--- src/rtl/rgmii_pkg.sv ---
// Shared types and constants for the RGMII receive path: FSM states, framing bytes
// and in-band speed encodings.
package rgmii_pkg;

    typedef enum logic [1:0] {
        IDLE = 2'd0,
        PRE  = 2'd1,
        DATA = 2'd2,
        DROP = 2'd3
    } rx_state_t;

    localparam logic [7:0] PREAMBLE_BYTE = 8'h55;
    localparam logic [7:0] SFD_BYTE      = 8'hD5;

    localparam logic [1:0] SPD_10  = 2'b00;
    localparam logic [1:0] SPD_100 = 2'b01;
    localparam logic [1:0] SPD_1G  = 2'b10;

    // Encoding 2'b11 is reserved and must not reach the status outputs.
    function automatic logic speed_valid(input logic [1:0] spd);
        return (spd == SPD_10) || (spd == SPD_100) || (spd == SPD_1G);
    endfunction

endpackage

--- src/rtl/rgmii_rx_inband.sv ---
// In-band link/speed/duplex decoder with two-sample debounce. Only built when
// RGMII_INBAND_STATUS_EN is defined.
`ifdef RGMII_INBAND_STATUS_EN
module rgmii_rx_inband
    import rgmii_pkg::*;
(
    input  logic       clk,
    input  logic       reset,
    input  logic       sample,
    input  logic [3:0] nibble,
    output logic       link_up,
    output logic [1:0] speed,
    output logic       full_duplex
);

    logic [3:0] prev_nibble;
    logic       prev_ok;

    // A non-qualifying cycle breaks the run, so two matches must be back to back.
    always_ff @(posedge clk) begin
        if (reset) begin
            prev_nibble <= 4'h0;
            prev_ok     <= 1'b0;
            link_up     <= 1'b0;
            speed       <= SPD_10;
            full_duplex <= 1'b0;
        end else if (sample) begin
            prev_nibble <= nibble;
            prev_ok     <= 1'b1;
            if (prev_ok && (prev_nibble == nibble) && speed_valid(nibble[2:1])) begin
                link_up     <= nibble[0];
                speed       <= nibble[2:1];
                full_duplex <= nibble[3];
            end
        end else begin
            prev_ok <= 1'b0;
        end
    end

endmodule
`endif

--- src/rtl/rgmii_rx_ctrl.sv ---
// RGMII receive sequencer: rebuilds bytes from DDR samples, strips preamble/SFD and
// delimits frames. Define RGMII_INBAND_STATUS_EN to decode in-band link status.
module rgmii_rx_ctrl
    import rgmii_pkg::*;
#(
    parameter int MAX_FRAME_LEN = 1536,
    parameter int LGMAXLEN      = 11,
    parameter int MIN_PREAMBLE  = 1
) (
    input  logic       i_clk,
    input  logic       i_reset,
    input  logic [3:0] i_rxd_lo,
    input  logic [3:0] i_rxd_hi,
    input  logic [1:0] i_rxctl,
    output logic       o_valid,
    output logic [7:0] o_data,
    output logic       o_last,
    output logic       o_abort,
    output logic       o_link_up,
    output logic [1:0] o_speed,
    output logic       o_full_duplex
);

    // Output stream: o_valid marks o_data for exactly one cycle and there is no
    // ready; the consumer must take every valid byte. o_last rides with the final
    // valid byte of a good frame, o_abort is a standalone pulse with o_valid low.

    logic [7:0] r_byte;
    logic       r_dv;
    logic       r_er;

    always_ff @(posedge i_clk) begin
        if (i_reset) begin
            r_byte <= 8'h00;
            r_dv   <= 1'b0;
            r_er   <= 1'b0;
        end else begin
            r_byte <= {i_rxd_hi, i_rxd_lo};
            r_dv   <= i_rxctl[0];
            r_er   <= i_rxctl[0] ^ i_rxctl[1];
        end
    end

    rx_state_t           state, state_nx;
    logic [2:0]          pcnt, pcnt_nx;
    logic [LGMAXLEN-1:0] bcnt, bcnt_nx;
    logic [7:0]          hold, hold_nx;
    logic                hold_full, hold_full_nx;
    logic                emit, emit_last, emit_abort;
    logic                good;

    // er is only meaningful with dv; dv=0 with er=1 is carrier extend and frames like idle.
    assign good = r_dv && !r_er;

    always_comb begin
        state_nx     = state;
        pcnt_nx      = pcnt;
        bcnt_nx      = bcnt;
        hold_nx      = hold;
        hold_full_nx = hold_full;
        emit         = 1'b0;
        emit_last    = 1'b0;
        emit_abort   = 1'b0;
        case (state)
            IDLE: begin
                if (good && (r_byte == PREAMBLE_BYTE)) begin
                    state_nx = PRE;
                    pcnt_nx  = 3'd1;
                end else if (r_dv) begin
                    state_nx = DROP;
                end
            end
            PRE: begin
                if (!r_dv) begin
                    state_nx = IDLE;
                end else if (good && (r_byte == PREAMBLE_BYTE)) begin
                    if (pcnt != 3'd7) begin
                        pcnt_nx = pcnt + 3'd1;
                    end
                end else if (good && (r_byte == SFD_BYTE) && (pcnt >= 3'(MIN_PREAMBLE))) begin
                    state_nx     = DATA;
                    bcnt_nx      = '0;
                    hold_full_nx = 1'b0;
                end else begin
                    state_nx = DROP;
                end
            end
            DATA: begin
                // One byte is always held back so the end of frame can tag it with o_last.
                if (!r_dv) begin
                    state_nx     = IDLE;
                    hold_full_nx = 1'b0;
                    if (hold_full) begin
                        emit      = 1'b1;
                        emit_last = 1'b1;
                    end else begin
                        emit_abort = 1'b1;
                    end
                end else if (r_er || (bcnt == LGMAXLEN'(MAX_FRAME_LEN))) begin
                    state_nx     = DROP;
                    hold_full_nx = 1'b0;
                    emit_abort   = 1'b1;
                end else begin
                    emit         = hold_full;
                    hold_nx      = r_byte;
                    hold_full_nx = 1'b1;
                    bcnt_nx      = bcnt + 1'b1;
                end
            end
            DROP: begin
                if (!r_dv) begin
                    state_nx = IDLE;
                end
            end
            default: begin
                state_nx = IDLE;
            end
        endcase
    end

    always_ff @(posedge i_clk) begin
        if (i_reset) begin
            state     <= IDLE;
            pcnt      <= 3'd0;
            bcnt      <= '0;
            hold      <= 8'h00;
            hold_full <= 1'b0;
            o_valid   <= 1'b0;
            o_last    <= 1'b0;
            o_abort   <= 1'b0;
            o_data    <= 8'h00;
        end else begin
            state     <= state_nx;
            pcnt      <= pcnt_nx;
            bcnt      <= bcnt_nx;
            hold      <= hold_nx;
            hold_full <= hold_full_nx;
            o_valid   <= emit;
            o_last    <= emit_last;
            o_abort   <= emit_abort;
            if (emit) begin
                o_data <= hold;
            end
        end
    end

`ifdef RGMII_INBAND_STATUS_EN
    logic inband_sample;

    // Status nibbles are repeated on both edges during normal inter-frame idle.
    assign inband_sample = (state == IDLE) && !r_dv && !r_er && (r_byte[3:0] == r_byte[7:4]);

    rgmii_rx_inband u_inband (
        .clk         (i_clk),
        .reset       (i_reset),
        .sample      (inband_sample),
        .nibble      (r_byte[3:0]),
        .link_up     (o_link_up),
        .speed       (o_speed),
        .full_duplex (o_full_duplex)
    );
`else
    assign o_link_up     = 1'b0;
    assign o_speed       = SPD_10;
    assign o_full_duplex = 1'b0;
`endif

endmodule

--- config.mk ---
export PLATFORM = sky130hd
export DESIGN_NAME = rgmii_rx_ctrl
export DESIGN_NICKNAME = d
export VERILOG_FILES = /design/src/rtl/rgmii_pkg.sv /design/src/rtl/rgmii_rx_inband.sv /design/src/rtl/rgmii_rx_ctrl.sv
export SDC_FILE = /design/constraint.sdc
export NUM_CORES = 1
export LEC_CHECK = 0
export CAP_MARGIN = 20
export CORE_AREA = 2 2 77 61
export DETAILED_ROUTE_END_ITERATION = 7
export DIE_AREA = 0 0 79 63
export MAX_ROUTING_LAYER = met4
export PLACE_DENSITY = 0.77
export SYNTH_ARGS = -nofsm -noshare
export SYNTH_HDL_FRONTEND = slang
export SYNTH_SLANG_ARGS = --single-unit
--- constraint.sdc ---
create_clock -name i_clk -period 3.8 [get_ports i_clk]
set_clock_uncertainty 0.1 [all_clocks]
set_input_delay 0.76 -clock i_clk [delete_from_list [all_inputs] [get_ports i_clk]]
set_output_delay 0.76 -clock i_clk [all_outputs]
set_load 0.01 [all_outputs]
==> flow_metrics.py <==
metrics = {
    "outcome": {
        "status": "finished clean",
    },
    "route": {
        "drtPass1Iterations": 4,
        "route.detailed.drc": 0,
        "drt-total-wl_mm": 4.09,
        "drt_iter0_drc": 130,
        "ant_nets": 0,
        "wire_per_inst_um": 13.6,
        "vias_per_cell": 5.53,
        "vias": 1658,
    },
    "finish": {
        "nets": 259,
        "post-route-util_pct": 58.1,
        "fin_area_um2": 2470,
        "mostFrequentLayoutCells": "46 x dfxtp_1, 21 x clkdlybuf4s50_1, 14 x nor2_1",
        "drive_above_1_share_pct": 14.8,
        "area_growth_pct": 13.4,
        "diodes": 0,
        "layout_commonest_cell": "dfxtp_1",
    },
    "cts": {
        "cts_buffer_depth": 2,
        "clk_latency_ns": 0.31,
        "cts_root_buf": "clkbuf_8",
        "cts_htree_levels": 2,
        "clkTransAtPathRegs_ns": 0.08,
        "cts_resized": 0,
        "cts_buffers": 5,
        "ctsHoldBuffers": 0,
        "cts_sinks": 46,
        "tritoncts": "yes",
        "postCtsSetupRepairBufs": 0,
    },
    "worst_setup_path": {
        "path_class": "register to register",
        "worstSetupStartpointType": "register",
        "reg2reg_from": "r_er$_SDFF_PP0_",
        "cp-end-kind": "register",
        "timing.critical_path.to": "state[0]$_SDFFE_PP0P_",
        "critPathMaxStageDelay_ns": 0.60,
        "r2r_end": "state[0]$_SDFFE_PP0P_",
        "reg2regPathDepth": 4,
        "arrival_ns": 2.37,
        "critPathSlowestCell": "nor4b_1",
        "r2r_setup_slack_ns": 1.53,
        "crit_required_ns": 3.90,
        "path_cells": "nor4b_1, nand4_1, or2_2, a221oi_1",
        "crit_start": "r_er$_SDFF_PP0_",
        "crit_path_max_fanout": 5,
    },
    "logic_synthesis": {
        "ys_seq_elements": 46,
        "synthTopCellsByArea": "dfxtp_1 42%, mux2i_1 3.7%, or3b_2 3.2%",
        "synth_edf_count": 0,
        "yosysSeqAreaShare_pct": 42.2,
        "synth-async-reset-ratio_pct": 0,
        "netlist_instances": 224,
        "synth_top_area_share_pct": 42.2,
        "yosysUniqueCellTypes": 56,
        "yosysWarnings": 0,
        "syn_area_per_cell_um2": 9.74,
        "ys.flop_type": "dfxtp_1",
        "synth_area_leader_cell": "dfxtp_1",
        "netlist_area_um2": 2180,
    },
    "floorplan": {
        "die_h_um": 63,
        "die_x_um": 79,
        "rows": 21,
        "dieArea_um2": 4980,
        "io_pins": 27,
        "design.core.area_um2": 4260,
        "start_util_pct": 51.2,
    },
    "global_routing": {
        "grt_pass1_vias": 1476,
        "grt_pass1_wl_mm": 7.10,
        "gr-total-overflow": 0,
        "grt_max_degree": 59,
        "grt_usage_pct": 19.2,
        "antenna_found_initial": 0,
    },
    "timing": {
        "slew_violations": 0,
        "max_freq_mhz": 441,
        "setup_tns_ns": 0,
        "hold_viol": 0,
        "rsz0062_at_grt": "false",
        "fin_crit_sh_pct": 59.7,
        "tightest_slew_ns": 0.956,
        "setup_violations": 0,
        "slew_headroom_pct": 36.3,
        "fin_crit_ns": 2.27,
    },
    "place": {
        "gp_congestion": 0.774,
        "dpl.hpwl_mm": 2.79,
        "io_buffers": 22,
        "placed_area_um2": 2380,
    },
    "job": {
        "max_cap_violations": 0,
    },
    "worst_hold_path": {
        "hold_class": "register to register",
    },
    "pwr": {
        "power.density_nw_per_um2": 341,
        "cellLeakagePower_nw": 0.900,
        "ir_drop_v": 0.000250,
    },
}
-- state kept, by name, summed over array words and instances, names as in the netlist --
name and cells:
r_byte 8, o_data 8, o_abort 1, state 2
o_valid 1, hold 8, pcnt 3, o_last 1
bcnt 11, r_er 1, r_dv 1, hold_full 1
-- routing by layer --
| metal | wire (um) | up-vias | GRT usage (%) |
|---|---|---|---|
| met5 | 0 | - | - |
| met4 | 72 | 0 | 10.3 |
| met3 | 181 | 8 | 3.90 |
| met2 | 1720 | 41 | 24.7 |
| met1 | 2110 | 764 | 27.8 |
| li1 | - | 845 | - |
-- cell usage after synthesis, types with 2 or more instances --
| master | instances |
|---|---|
| o21ai_0 | 13 |
| mux2i_1 | 8 |
| or3_1 | 2 |
| o21ai_1 | 3 |
| nand3_1 | 6 |
| or3b_2 | 8 |
| or4_1 | 4 |
| dfxtp_1 | 46 |
| and4_1 | 2 |
| o31a_1 | 2 |
| nand2b_1 | 7 |
| nor3_1 | 3 |
| inv_1 | 9 |
| buf_4 | 6 |
| or4_2 | 2 |
| clkbuf_1 | 5 |
| nor2b_1 | 11 |
| a21oi_1 | 13 |
| nand2_1 | 7 |
| o311ai_2 | 3 |
| nor2_1 | 14 |
| ha_1 | 5 |
| or4b_2 | 3 |
| nand4_1 | 5 |
| o211ai_1 | 5 |
| and3_1 | 2 |
-- cell families (layout without fill, tap and decap cells) --
group / Yosys count / in the layout / share of synthesized area (%)
flip-flops: 46 / 46 / 42.2
AO/OA/AOI/OAI: 50 / 50 / 17.5
other: 1 / 4 / 0.172
multiplexers: 8 / 8 / 3.67
XOR/XNOR: 1 / 1 / 0.402
buffers and inverters: 24 / 40 / 6.37
AND/OR/NAND/NOR: 89 / 89 / 26.8
adder cells (fa/ha/maj): 5 / 5 / 2.87
-- power by group --
part | leakage (nW) | switching (mW) | internal, mW | total (mW)
registers | 0.374 | 0.00734 | 0.490 | 0.497
logic | 0.478 | 0.0207 | 0.0190 | 0.0397
clock network | 0.0482 | 0.160 | 0.147 | 0.306
-- worst max-delay path, delay by kind of cell (launching register included) --
kind	cells	cell delay [ns]
AND/OR/NAND/NOR	3	1.42
flip-flops	1	0.36
AO/OA/AOI/OAI	1	0.30
-- per-stage QoR --
step / setup slack [ns] / total power, mW / std cells / hold WS, ns
after global placement: 1.34 / 0.548 / 292 / 0.364
after floorplan: 1.83 / 0.535 / 227 / 0.352
after detailed placement: 1.28 / 0.548 / 292 / 0.369
after CTS: 1.57 / 0.852 / 300 / 0.381
after global routing: 1.34 / 0.877 / 300 / 0.413
final: 1.53 / 0.843 / 300 / 0.383
-- worst min path at each step --
stage,start,endpoint,depth (start not counted)
finish,o_data[5]$_SDFFE_PP0P_,o_data[5]$_SDFFE_PP0P_,2
global route,o_data[7]$_SDFFE_PP0P_,o_data[7]$_SDFFE_PP0P_,2
CTS,o_data[6]$_SDFFE_PP0P_,o_data[6]$_SDFFE_PP0P_,2
detailed placement,o_data[6]$_SDFFE_PP0P_,o_data[6]$_SDFFE_PP0P_,2
global placement,o_data[7]$_SDFFE_PP0P_,o_data[7]$_SDFFE_PP0P_,2
floorplan,r_byte[4]$_SDFF_PP0_,hold[4]$_SDFFE_PP0P_,2
-- final cells by class --
class / instances / area (um^2)
clock buffers: 7 / 86.3
flip-flops and latches: 46 / 921
repair buffers: 23 / 223
fillers: 388 / 1780
clock inverters: 1 / 5.00
well taps: 57 / 71.3
inverters: 9 / 33.8
multi-input cells: 157 / 1130
Note: power is estimated with default switching activity, not from simulation.
